`src/rtl/t_vals_tx.sv`:
```
// t_vals_tx: accumulates FORMANTS segment sums per frame into cumulative T values,
// then strobes them to the phi stage and handshakes on input_completed.
// Optional feature macro: TVAL_SATURATE_EN (signed clamping of the accumulators
// plus a sticky sat_flag output); default build wraps modulo 2^BIT_WIDTH.
module t_vals_tx #(
    parameter int unsigned BIT_WIDTH = 32,
    parameter int unsigned FORMANTS  = 5
) (
    input  logic                 clk_in,
    input  logic                 rst_n_in,
    input  logic                 seg_valid,
    output logic                 seg_ready,
    input  logic [BIT_WIDTH-1:0] seg_sum_0,
    input  logic [BIT_WIDTH-1:0] seg_sum_1,
    input  logic [BIT_WIDTH-1:0] seg_sum_2,
    output logic                 input_start,
    output logic                 input_valid,
    output logic [BIT_WIDTH-1:0] T_vals_0,
    output logic [BIT_WIDTH-1:0] T_vals_1,
    output logic [BIT_WIDTH-1:0] T_vals_2,
    input  logic                 input_completed,
    output logic                 busy
`ifdef TVAL_SATURATE_EN
    ,
    output logic                 sat_flag
`endif
);

    localparam int unsigned K_W = (FORMANTS > 1) ? $clog2(FORMANTS) : 1;
    localparam logic [K_W-1:0] K_LAST = K_W'(FORMANTS - 1);

    typedef enum logic [2:0] {
        COLLECT   = 3'd0,
        START     = 3'd1,
        SEND      = 3'd2,
        WAIT_ACK  = 3'd3,
        WAIT_DONE = 3'd4
    } state_e;

    state_e state_q, state_d;
    logic [K_W-1:0] k_q, k_d;
    logic [BIT_WIDTH-1:0] acc0_q, acc0_d, acc1_q, acc1_d, acc2_q, acc2_d;
    logic [FORMANTS-1:0][BIT_WIDTH-1:0] buf0_q, buf0_d, buf1_q, buf1_d, buf2_q, buf2_d;
    logic [BIT_WIDTH-1:0] new0, new1, new2;
    logic seg_ready_d, busy_d, input_start_d, input_valid_d;
    logic [BIT_WIDTH-1:0] t0_d, t1_d, t2_d;
    logic accept;

`ifdef TVAL_SATURATE_EN
    localparam logic [BIT_WIDTH-1:0] S_MAX = {1'b0, {(BIT_WIDTH-1){1'b1}}};
    localparam logic [BIT_WIDTH-1:0] S_MIN = {1'b1, {(BIT_WIDTH-1){1'b0}}};

    logic sat_q, sat_d;
    logic [2:0] sat_hit;

    // Signed add clamped to the two's complement limits; MSB of result flags a clamp.
    function automatic logic [BIT_WIDTH:0] sat_add(input logic [BIT_WIDTH-1:0] a,
                                                   input logic [BIT_WIDTH-1:0] b);
        logic [BIT_WIDTH-1:0] s;
        s = a + b;
        if ((a[BIT_WIDTH-1] == b[BIT_WIDTH-1]) && (s[BIT_WIDTH-1] != a[BIT_WIDTH-1])) begin
            return {1'b1, (a[BIT_WIDTH-1] ? S_MIN : S_MAX)};
        end
        return {1'b0, s};
    endfunction
`endif

    // Candidate accumulator values for an accept this cycle.
    always_comb begin
`ifdef TVAL_SATURATE_EN
        {sat_hit[0], new0} = sat_add(acc0_q, seg_sum_0);
        {sat_hit[1], new1} = sat_add(acc1_q, seg_sum_1);
        {sat_hit[2], new2} = sat_add(acc2_q, seg_sum_2);
`else
        new0 = acc0_q + seg_sum_0;
        new1 = acc1_q + seg_sum_1;
        new2 = acc2_q + seg_sum_2;
`endif
    end

    // Next-state, datapath and registered-output decode (outputs follow the next state).
    always_comb begin
        state_d = state_q;
        k_d     = k_q;
        acc0_d  = acc0_q;
        acc1_d  = acc1_q;
        acc2_d  = acc2_q;
        buf0_d  = buf0_q;
        buf1_d  = buf1_q;
        buf2_d  = buf2_q;
`ifdef TVAL_SATURATE_EN
        sat_d   = sat_q;
`endif
        accept  = seg_valid && seg_ready;

        case (state_q)
            COLLECT: begin
                if (accept) begin
                    acc0_d      = new0;
                    acc1_d      = new1;
                    acc2_d      = new2;
                    buf0_d[k_q] = new0;
                    buf1_d[k_q] = new1;
                    buf2_d[k_q] = new2;
`ifdef TVAL_SATURATE_EN
                    sat_d       = sat_q | (|sat_hit);
`endif
                    if (k_q == K_LAST) begin
                        state_d = START;
                        k_d     = '0;
                    end else begin
                        k_d = k_q + K_W'(1);
                    end
                end
            end
            START: begin
                state_d = SEND;
                k_d     = '0;
            end
            SEND: begin
                if (k_q == K_LAST) begin
                    state_d = WAIT_ACK;
                    k_d     = '0;
                end else begin
                    k_d = k_q + K_W'(1);
                end
            end
            WAIT_ACK: begin
                if (input_completed) begin
                    state_d = WAIT_DONE;
                end
            end
            WAIT_DONE: begin
                if (!input_completed) begin
                    state_d = COLLECT;
                    k_d     = '0;
                    acc0_d  = '0;
                    acc1_d  = '0;
                    acc2_d  = '0;
`ifdef TVAL_SATURATE_EN
                    sat_d   = 1'b0;
`endif
                end
            end
            default: begin
                state_d = COLLECT;
                k_d     = '0;
            end
        endcase

        seg_ready_d   = (state_d == COLLECT);
        busy_d        = (state_d != COLLECT);
        input_start_d = (state_d == START);
        input_valid_d = (state_d == SEND);
        t0_d          = input_valid_d ? buf0_q[k_d] : '0;
        t1_d          = input_valid_d ? buf1_q[k_d] : '0;
        t2_d          = input_valid_d ? buf2_q[k_d] : '0;
    end

    // State, datapath and output registers; reset aborts any frame in progress.
    always_ff @(posedge clk_in or negedge rst_n_in) begin
        if (!rst_n_in) begin
            state_q     <= COLLECT;
            k_q         <= '0;
            acc0_q      <= '0;
            acc1_q      <= '0;
            acc2_q      <= '0;
            buf0_q      <= '0;
            buf1_q      <= '0;
            buf2_q      <= '0;
            seg_ready   <= 1'b1;
            busy        <= 1'b0;
            input_start <= 1'b0;
            input_valid <= 1'b0;
            T_vals_0    <= '0;
            T_vals_1    <= '0;
            T_vals_2    <= '0;
`ifdef TVAL_SATURATE_EN
            sat_q       <= 1'b0;
`endif
        end else begin
            state_q     <= state_d;
            k_q         <= k_d;
            acc0_q      <= acc0_d;
            acc1_q      <= acc1_d;
            acc2_q      <= acc2_d;
            buf0_q      <= buf0_d;
            buf1_q      <= buf1_d;
            buf2_q      <= buf2_d;
            seg_ready   <= seg_ready_d;
            busy        <= busy_d;
            input_start <= input_start_d;
            input_valid <= input_valid_d;
            T_vals_0    <= t0_d;
            T_vals_1    <= t1_d;
            T_vals_2    <= t2_d;
`ifdef TVAL_SATURATE_EN
            sat_q       <= sat_d;
`endif
        end
    end

`ifdef TVAL_SATURATE_EN
    assign sat_flag = sat_q;
`endif

endmodule

```
`config.mk`:
```
export PLATFORM = sky130hd
export DESIGN_NAME = t_vals_tx
export DESIGN_NICKNAME = d
export VERILOG_FILES = /design/src/rtl/t_vals_tx.sv
export SDC_FILE = /design/constraint.sdc
export NUM_CORES = 1
export LEC_CHECK = 0
export CAP_MARGIN = 20
export CORE_MARGIN = 2
export CORE_UTILIZATION = 45
export DETAILED_ROUTE_END_ITERATION = 7
export GPL_ROUTABILITY_DRIVEN = 1
export PLACE_DENSITY_LB_ADDON = 0.15
export SETUP_SLACK_MARGIN = 0.4
export SKIP_LAST_GASP = 1
export SYNTH_ARGS = -nofsm -noshare
export SYNTH_HDL_FRONTEND = slang
export SYNTH_SLANG_ARGS = --single-unit
```
`constraint.sdc`:
```
create_clock -name clk_in -period 4 [get_ports clk_in]
set_input_delay 1.2 -clock clk_in [delete_from_list [all_inputs] [get_ports clk_in]]
set_output_delay 1.2 -clock clk_in [all_outputs]
set_load 0.01 [all_outputs]
```
## Word-level counts from Yosys, hierarchy flattened

Cells that the tools add are included.

- $add $sub $neg: 4
- Magnitude comparators: 3
- Eq/ne operators: 9
- Muxes and demuxes: 31
- Reductions and logical operators: 8

Operator list:

| operator | count |
|---|---|
| bitwise mux 160 bit | 3 |
| 2-to-1 mux 32 bit | 11 |
| binary-select mux 32 bit (select 3 bit) | 3 |
| case mux 32 bit (2 select lines) | 3 |
| adder 32 bit | 3 |
| demux 32 bit (select 3 bit) | 1 |
| 2-to-1 mux 3 bit | 8 |
| case mux 3 bit (5 select lines) | 1 |
| case mux 3 bit (4 select lines) | 1 |
| == test 3 x 2 -> 1 bit, second input constant | 3 |
| < comparator 3 x 4 -> 1 bit, second input constant | 2 |
| == test 3 x 1 -> 1 bit, second input constant | 2 |
| == test 3 bit, second input constant | 2 |
| logical NOT 3 bit | 2 |
| inequality test 2 bit, second input constant | 2 |
| adder 3 x 1 -> 3 bit, second input constant | 1 |
| >= comparator 3 x 1 -> 1 bit, second input constant | 1 |
| AND reduction 3 bit | 1 |
| nonzero test 3 bit | 1 |
| logical AND 1 bit | 2 |
| AND reduction 2 bit | 1 |
| nonzero test 2 bit | 1 |

- Register bits: 682
- Bits of input ports: 100
- Output and inout port bits: 100
- Logic and storage cells: 82

## Longest topological paths before layout

Gate-level depths: netlist of run 1.

- Depth in word-level cells: 7
- Gate-level depth with buffers: 12
- Depth with buffers taken out: 10

## Least setup slack after synthesis of run 1

OpenSTA, ideal clock, no wires.

- Kind: input -> register
- Start point: input port seg_sum_1[0]
- End point: register buf1_q[120] in the netlist's numbering
- Library setup time: 143 ps
- Data arrival time: 3461 ps
- Required time: 3857 ps
- Path slack: 396 ps
- Cell stages on the path: 10
- Buffers on the path: 0
- Path through: ha_1 -> fa_1 -> a21oi_1 -> o211a_1 -> o2111ai_1 -> and3b_1 -> a21oi_1 -> o21ai_0 -> a211oi_1 -> o21ai_0

- Word-level cells in the longest chain between the ends: 2

RTL lines:

| element | RTL line | RTL |
|---|---|---|
| start, declared | 14 | `input logic [BIT_WIDTH-1:0] seg_sum_1,` |
| adder 32 bit | 76 | `new1 = acc1_q + seg_sum_1;` |
| bitwise mux 160 bit | 103 | `buf1_d[k_q] = new1;` |
| end signal, assigned | 188 | `buf1_q <= buf1_d;` |
| end, declared | 43 | `logic [FORMANTS-1:0][BIT_WIDTH-1:0] buf0_q, buf0_d, buf1_q, buf1_d, buf2_q, buf2_d;` |

Every way passes these cells.
A chain may end at the register's enable or synchronous reset.

## Worst setup path in the final report of run 1

- Start point: input port seg_sum_0[9]
- End point: register buf0_q[63] in the netlist's numbering

- Word-level cells in the longest chain between the ends: 2

RTL lines:

| element | RTL line | RTL |
|---|---|---|
| start, declared | 13 | `input logic [BIT_WIDTH-1:0] seg_sum_0,` |
| adder 32 bit | 75 | `new0 = acc0_q + seg_sum_0;` |
| bitwise mux 160 bit | 102 | `buf0_d[k_q] = new0;` |
| end signal, assigned | 187 | `buf0_q <= buf0_d;` |
| end, declared | 43 |  |

Every way passes these cells.

==> results.tsv, run 1 <==
stage	metric	value	unit
clock_network	CTS root buf	clkbuf_16	
power	power per cell area	960.3	nW/µm²
layout	area of the multi-input gates	15010	µm²
place	Area after DPL	37500	µm²
flow_run	Max-Cap Viols	0	
setup_path	r2r setup slk	0.96	ns
grt	first-pass GRT wire length	150400	µm
grt	number of global-route vias before repair	26880	
setup_path	worst reg2reg path depth	10	
setup_path	worst flop-to-flop path startpoint	k_q[0]	
setup_path	worst reg2reg endpoint	T_vals_0[30]	
clock_network	clk sinks	682	
timing	post-layout min period	3.544	ns
timing	worst-margin pin slew	0.9383	ns
grt	gr usage total	0.2538	
timing	Final Hold Viols	0	
power	Lkg Pwr	19.02	nW
yosys	share of flip-flops with an asynchronous set or reset	1.000	
layout	n_diodes	0	
layout	design area	40340	µm²
grt	global route overflow	0	
timing	fin. max-slew vios	0	
yosys	synthesized area	32760	µm²
setup_path	CP required	4.50	ns
setup_path	CP endpoint	buf0_q[63]	
power	Max VDD drop	0.7701	mV
detailed_routing	DR WL/cell	20.39	µm
setup_path	WS Path Type	in2reg	
setup_path	worst path cell trace	clkdlybuf4s50_1, ha_1, and4_1, and4_1, and3_2, o21ai_1, a311oi_2, buf_4, nor2_1, xnor3_1, mux2_2	
detailed_routing	Routed Antenna Nets	0	
yosys	cell count after synthesis	3319	
clock_network	CTS Buffer Depth	3	
yosys	Distinct cells, synth	78	
run_status	status	finished, final reports clean	
grt	initial antenna violation count	2	
min_path	Worst Hold Class	reg2reg	
place	IO Port Bufs	199	
timing	max frequency	0.2822	GHz
layout	Final Util	0.5624	
yosys	Synth Flop Type	dfrtp_1	
place	routability cong.	0.8982	
floorplan	die area	74970	µm²
timing	Sum Neg Setup Slack	0	ns
timing	clk_skew	0.02131	ns
yosys	synth warn	0	
clock_network	Clock transition at path regs	0.06	ns
detailed_routing	DR iter-0 viols	1772	
yosys	synthesized net count	3517	
yosys	number of flops mapped to enable cells by yosys	0	
yosys	Mean Syn Cell Area	9.869	µm²
floorplan	# IOs	200	
floorplan	row cnt	98	
detailed_routing	Residual DRC	0	
setup_path	CP Launch Point	seg_sum_0[9]	
setup_path	WP data arrival	4.05	ns
floorplan	initial core utilization	0.4567	
setup_path	Max Fanout on Critical Path	5	
detailed_routing	wirelength, routed	94350	µm
grt	largest net degree at the start of global routing	102	
place	HPWL after detailed placement	62080	µm
timing	worst rel slew slack	0.3745	
layout	Seq. cell area	17070	µm²
setup_path	Most common cell on crit path	and4_1	
clock_network	Inserted Clock Buffers	76	
clock_network	Worst-Skew Late Latency	0.63	ns
floorplan	chip width	273.8	µm
clock_network	CTS tree	done	
layout	layout filler cell count	6221	
layout	share of layout cells above drive strength 1	0.1452	
setup_path	CP Launch Type	input pin	
detailed_routing	routed vias	26200	
layout	final net count	3818	
layout	Synth-to-Final Area Change	23.16	%
floorplan	Die Span Y	273.8	µm
timing	RSZ-0062 raised after global routing	no	
detailed_routing	vias per inst	5.661	
timing	Final setup viols	0	
yosys	flops & latches, synth	682	
setup_path	crit-path max cell delay	0.44	ns
timing	Tcrit/Tclk final	0.8859	
yosys	post-synthesis sequential area ratio	0.5210	
setup_path	Max stage delay cell, worst path	clkdlybuf4s50_1	
clock_network	CTS H-tree lvls	3	
detailed_routing	DRT Pass-1 Iters	5	
floorplan	Core Box Area	71730	µm²
setup_path	endpoint class of the critical path	register	
repair_timing:
item	in CTS	in global routing
endpoints found under the setup margin	54	171
pin swaps	3	18
hold buffers	0	0
buffers inserted	1	3
gates resized for setup	13	35
worst max-delay path: cells and delay by family:
family / cells / cell delay (ns)
buffers and inverters: 2 / 0.63
AO/OA/AOI/OAI: 2 / 0.55
adder cells (fa/ha/maj): 1 / 0.36
AND/OR/NAND/NOR: 4 / 0.72
multiplexers: 1 / 0.29
XOR/XNOR: 1 / 0.28
cell usage in the layout, fill, tap and decap left out, drive strengths merged, types with 5 or more instances in the layout:
cell type	count
buf	250
a21oi	202
mux2i	189
inv	44
nor4	10
o21bai	14
o211ai	8
nand2	658
clkinv	15
nand4	34
a221oi	5
mux2	89
nor2	177
clkdlybuf4s50	194
nand3	50
a22o	32
a211o	11
o22ai	92
xnor2	46
a21o	56
and3	16
o2111ai	10
a31oi	9
bufinv	6
nor3	20
and4	5
dfrtp	681
clkbuf	109
a211oi	13
nand2b	8
xor2	27
o21a	12
o21ai	376
o31ai	28
or3	6
a22oi	12
ha	95
logic make-up (layout without fill, tap and decap cells):
| logic type | Yosys count | after routing | share of synthesized area |
|---|---|---|---|
| multiplexers | 281 | 281 | 0.09041 |
| flip-flops | 682 | 682 | 0.5210 |
| AND/OR/NAND/NOR | 1000 | 1000 | 0.1266 |
| buffers and inverters | 264 | 623 | 0.03277 |
| AO/OA/AOI/OAI | 919 | 919 | 0.1701 |
| XOR/XNOR | 75 | 75 | 0.02089 |
| adder cells (fa/ha/maj) | 98 | 98 | 0.03812 |
synthesized netlist by cell type (11+ instances only):
library cell	number	area (µm²)
mux2i_1	189	1892
nor3_1	18	90.09
o21a_1	12	90.09
nor2_1	176	660.6
nand2_1	658	2470
xor2_1	27	236.5
o21ai_1	17	85.08
ha_1	95	1189
clkbuf_1	156	585.6
a22o_1	32	280.3
o31ai_1	27	202.7
a211o_1	11	96.34
xnor2_1	46	402.9
nand4_1	34	212.7
and3_1	16	100.1
buf_1	15	56.30
inv_1	39	146.4
nand3_1	50	250.2
dfrtp_1	681	17040
buf_2	49	245.2
o21bai_1	14	105.1
a21oi_1	200	1001
o22ai_1	92	575.6
a21o_1	56	420.4
o21ai_0	359	1797
mux2_2	89	1002
layer usage:
metal,track usage,wire (µm),vias to the layer above
met5,0,25,-
met4,0.06831,1779,4
li1,-,-,12290
met1,0.3435,42260,13120
met2,0.4284,45770,653
met3,0.03456,4517,130
layout make-up:
type                       instances  share of cell area
timing repair buffer             448              0.1083
clock inverter                    27            0.009087
tap                              950             0.02946
sequential                       682              0.4231
clock buffer                     109             0.05446
multi-input combinational       2373              0.3720
inverter                          39            0.003629
metrics by stage:
step / worst slack [ns] / total power, mW / hold slack (ns) / std cells
floorplan: 0.4657 / 23.33 / 0.4385 / 3319
global placement: -0.4480 / 30.79 / 0.4488 / 4488
detailed placement: -0.5672 / 31.31 / 0.4558 / 4488
CTS: 0.4003 / 38.75 / 0.4685 / 4625
global route: 0.3744 / 41.44 / 0.4876 / 4628
finish: 0.4562 / 38.74 / 0.4635 / 4628
report_power, final:
group	switching, mW	internal [mW]
Sequential	1.51	9.75
Clock	2.93	4.24
Combinational	11.7	8.57
Total	16.2	22.6
worst min-delay path by stage:
stage	start	to	slack, ns	cells past startpoint
global route	buf1_q[65]	buf1_q[65]	0.49	2
detailed placement	buf2_q[101]	buf2_q[101]	0.46	2
floorplan	buf0_q[101]	buf0_q[101]	0.44	2
global placement	buf0_q[97]	buf0_q[97]	0.45	2
CTS	buf2_q[101]	buf2_q[101]	0.47	2
finish	buf2_q[101]	buf2_q[101]	0.46	2
sequential cells by signal, indices dropped and copies added (netlist names):
name	cells
acc1_q	32
busy	1
T_vals_1	32
acc0_q	32
buf2_q	160
acc2_q	32
buf1_q	160
T_vals_0	32
seg_ready	1
buf0_q	160
input_start	1
T_vals_2	32
input_valid	1
state_q	3
k_q	3
(Power assumes the default switching activity.)
==> inputs of run 2 (changes only) <==
--- a/config.mk
+++ b/config.mk
@@ -7,12 +7,11 @@
 export LEC_CHECK = 0
 export CAP_MARGIN = 20
 export CORE_MARGIN = 2
-export CORE_UTILIZATION = 45
+export CORE_UTILIZATION = 50
 export DETAILED_ROUTE_END_ITERATION = 7
 export GPL_ROUTABILITY_DRIVEN = 1
 export PLACE_DENSITY_LB_ADDON = 0.15
 export SETUP_SLACK_MARGIN = 0.4
-export SKIP_LAST_GASP = 1
 export SYNTH_ARGS = -nofsm -noshare
 export SYNTH_HDL_FRONTEND = slang
 export SYNTH_SLANG_ARGS = --single-unit
==> results.tsv, run 2 (same netlist as run 1, synthesis figures left out) <==
stage	metric	value	unit	change
layout	most frequent cells in the layout	dfrtp_1 (681), nand2_1 (653), o21ai_0 (357)		
detailed_routing	vias per inst	5.821		+2.8%
power	Gate power share	0.523		about the same
timing	RSZ-0062 raised after global routing	yes		
grt	largest net degree at the start of global routing	95		-6.9%
grt	first-pass GRT wire length	145900	µm	-3.0%
place	Place WS	-0.3475	ns	+0.2197 ns
floorplan	die area	67580	µm²	-9.9%
place	Area after DPL	37020	µm²	-1.3%
power	Clk pwr share	0.182		-0.003
min_path	Hold Startpoint	buf0_q[113]		
power	Max VDD drop	0.6608	mV	-14%
detailed_routing	DR iter-0 viols	1986		+12%
place	routability cong.	0.8879		-1.1%
floorplan	Core Box Area	64580	µm²	-10%
setup_path	worst flop-to-flop path startpoint	k_q[0]		
timing	Final setup viols	0		unchanged
detailed_routing	Residual DRC	0		unchanged
timing	Setup WS post-layout	0.5115	ns	+0.05526 ns
clock_network	CTS tree	done		
floorplan	row cnt	93		-5.1%
power	switching share of power	0.4174		about the same
detailed_routing	routed vias	26160		-0.15%
floorplan	Die Span Y	260.0	µm	-5.1%
layout	Synth-to-Final Area Change	21.70	%	
setup_path	CP Launch Point	seg_sum_0[0]		
min_path	Worst Hold Path Cells	2		unchanged
grt	number of global-route vias before repair	26490		-1.5%
grt	gr usage total	0.2727		+0.01891
power	Int Power	22.23	mW	-1.5%
detailed_routing	DRT Pass-1 Iters	5		unchanged
clock_network	CTS Buffer Depth	3		unchanged
min_path	Hold Path End	buf0_q[113]		
grt	global route overflow	0		unchanged
min_path	Worst Hold Class	reg2reg		
detailed_routing	DR WL/cell	20.32	µm	-0.30%
timing	post-layout min period	3.489	ns	-0.05526 ns
clock_network	CTS H-tree lvls	3		unchanged
timing	max frequency	0.2867	GHz	+1.6%
setup_path	r2r setup slk	0.77	ns	-0.19 ns
clock_network	Clock transition at path regs	0.06	ns	about the same
grt	initial antenna violation count	1		-1
layout	Top Registers	buf0_q (160), buf1_q (160), buf2_q (160)		
floorplan	initial core utilization	0.5072		+0.05056
timing	fin. max-slew vios	0		unchanged
setup_path	endpoint class of the critical path	register		
layout	share of layout cells above drive strength 1	0.1396		-0.005589
timing	worst-margin pin slew	0.8569	ns	-0.08135 ns
detailed_routing	wirelength, routed	91340	µm	-3.2%
clock_network	CTS root buf	clkbuf_16		
setup_path	worst reg2reg path depth	9		-1
timing	worst rel slew slack	0.4227		+0.04820
layout	design area	39860	µm²	-1.2%
clock_network	clk sinks	682		unchanged
power	Reg power frac	0.295		+0.004
place	IO Port Bufs	199		unchanged
timing	Final Hold Viols	0		unchanged
layout	n_diodes	0		unchanged
floorplan	chip width	260.0	µm	-5.1%
timing	Tcrit/Tclk final	0.8721		-0.01382
power	Lkg Pwr	18.82	nW	-1.1%
clock_network	Hold Buf Count CTS	0		unchanged
setup_path	worst reg2reg endpoint	T_vals_1[11]		
floorplan	# IOs	200		unchanged
run_status	status	finished, final reports clean		
setup_path	WP data arrival	3.98	ns	-0.07 ns
layout	most common cell after layout, fill and taps aside	dfrtp_1		
timing	Hold WS	0.4679	ns	+0.004361 ns
flow_run	Max-Cap Viols	0		unchanged
timing	Sum Neg Setup Slack	0	ns	unchanged
place	HPWL after detailed placement	60270	µm	-2.9%
layout	final net count	3780		-1.0%
clock_network	Inserted Clock Buffers	74		-2.6%
setup_path	WS Path Type	in2reg		
clock_network	Worst-Skew Late Latency	0.62	ns	about the same
setup_path	CP Launch Type	input pin		
setup_path	CP required	4.49	ns	about the same
detailed_routing	Routed Antenna Nets	0		unchanged
timing	clk_skew	0.01984	ns	-0.001477 ns
setup_path	Max Fanout on Critical Path	6		+1
power	power per cell area	957.3	nW/µm²	-0.32%
power	Sw Pwr	15.93	mW	-1.5%
-- run 2: stage by stage --
stage                       util  power (mW)  cells
final                     0.6173       38.16   4494
after floorplan                -       23.33   3319
after detailed placement  0.5732       30.78   4355
after CTS                 0.6128       37.98   4490
after global placement    0.5732       30.18   4355
after global routing      0.6173       40.78   4494
-- run 2: how the worst max path moves through the flow --
stage / to / slack (ns) / cells after the start
5_1_grt: buf0_q[94] / 0.39 / 13
4_1_cts: buf1_q[63] / 0.42 / 10
3_3_place_gp: buf0_q[95] / -0.26 / 11
6_report: buf0_q[94] / 0.51 / 13
3_5_place_dp: buf1_q[92] / -0.35 / 12
2_1_floorplan: buf2_q[28] / 0.47 / 10
-- run 2: repair_timing --
action	in CTS	in global routing
resized for setup	10	46
pin swaps	3	18
hold endpoints to repair	0	0
setup buffers	2	4
setup endpoints to repair	59	186
-- run 2: power groups by stage --
stage	Combinational (mW)	Sequential, mW	Clock, mW
global route	21.8	11.6	7.38
floorplan	12.3	11.0	0
CTS	19.7	11.3	7.06
global placement	19.0	11.2	0
detailed placement	19.4	11.4	0
finish	19.9	11.3	6.95
-- run 2: final cells by class --
| cell class | count | area [µm²] |
|---|---|---|
| sequential | 682 | 17070 |
| timing repair buffer | 412 | 4021 |
| multi-input combinational | 2373 | 15080 |
| inverter | 39 | 146.4 |
| fill | 5281 | 24720 |
| clock inverter | 28 | 287.8 |
| clock buffer | 105 | 2195 |
| tap | 855 | 1070 |
-- run 2: worst max-delay path: stages --
cell	delay [ns]
clkdlybuf4s50_1	0.46
ha_1	0.18
fa_2	0.22
a21o_1	0.14
nand4_1	0.15
a21oi_2	0.22
nor2_2	0.07
buf_4	0.16
o41a_1	0.46
a21oi_2	0.21
nor3b_2	0.06
buf_4	0.18
mux2_2	0.27
-- run 2: per-layer routing --
layer,share of wire,track usage,vias to the layer above
li1,-,-,12200
met1,0.45,0.3765,13090
met2,0.48,0.4539,730
met3,0.053,0.03577,143
met4,0.022,0.07423,2
met5,0.00014,0,-
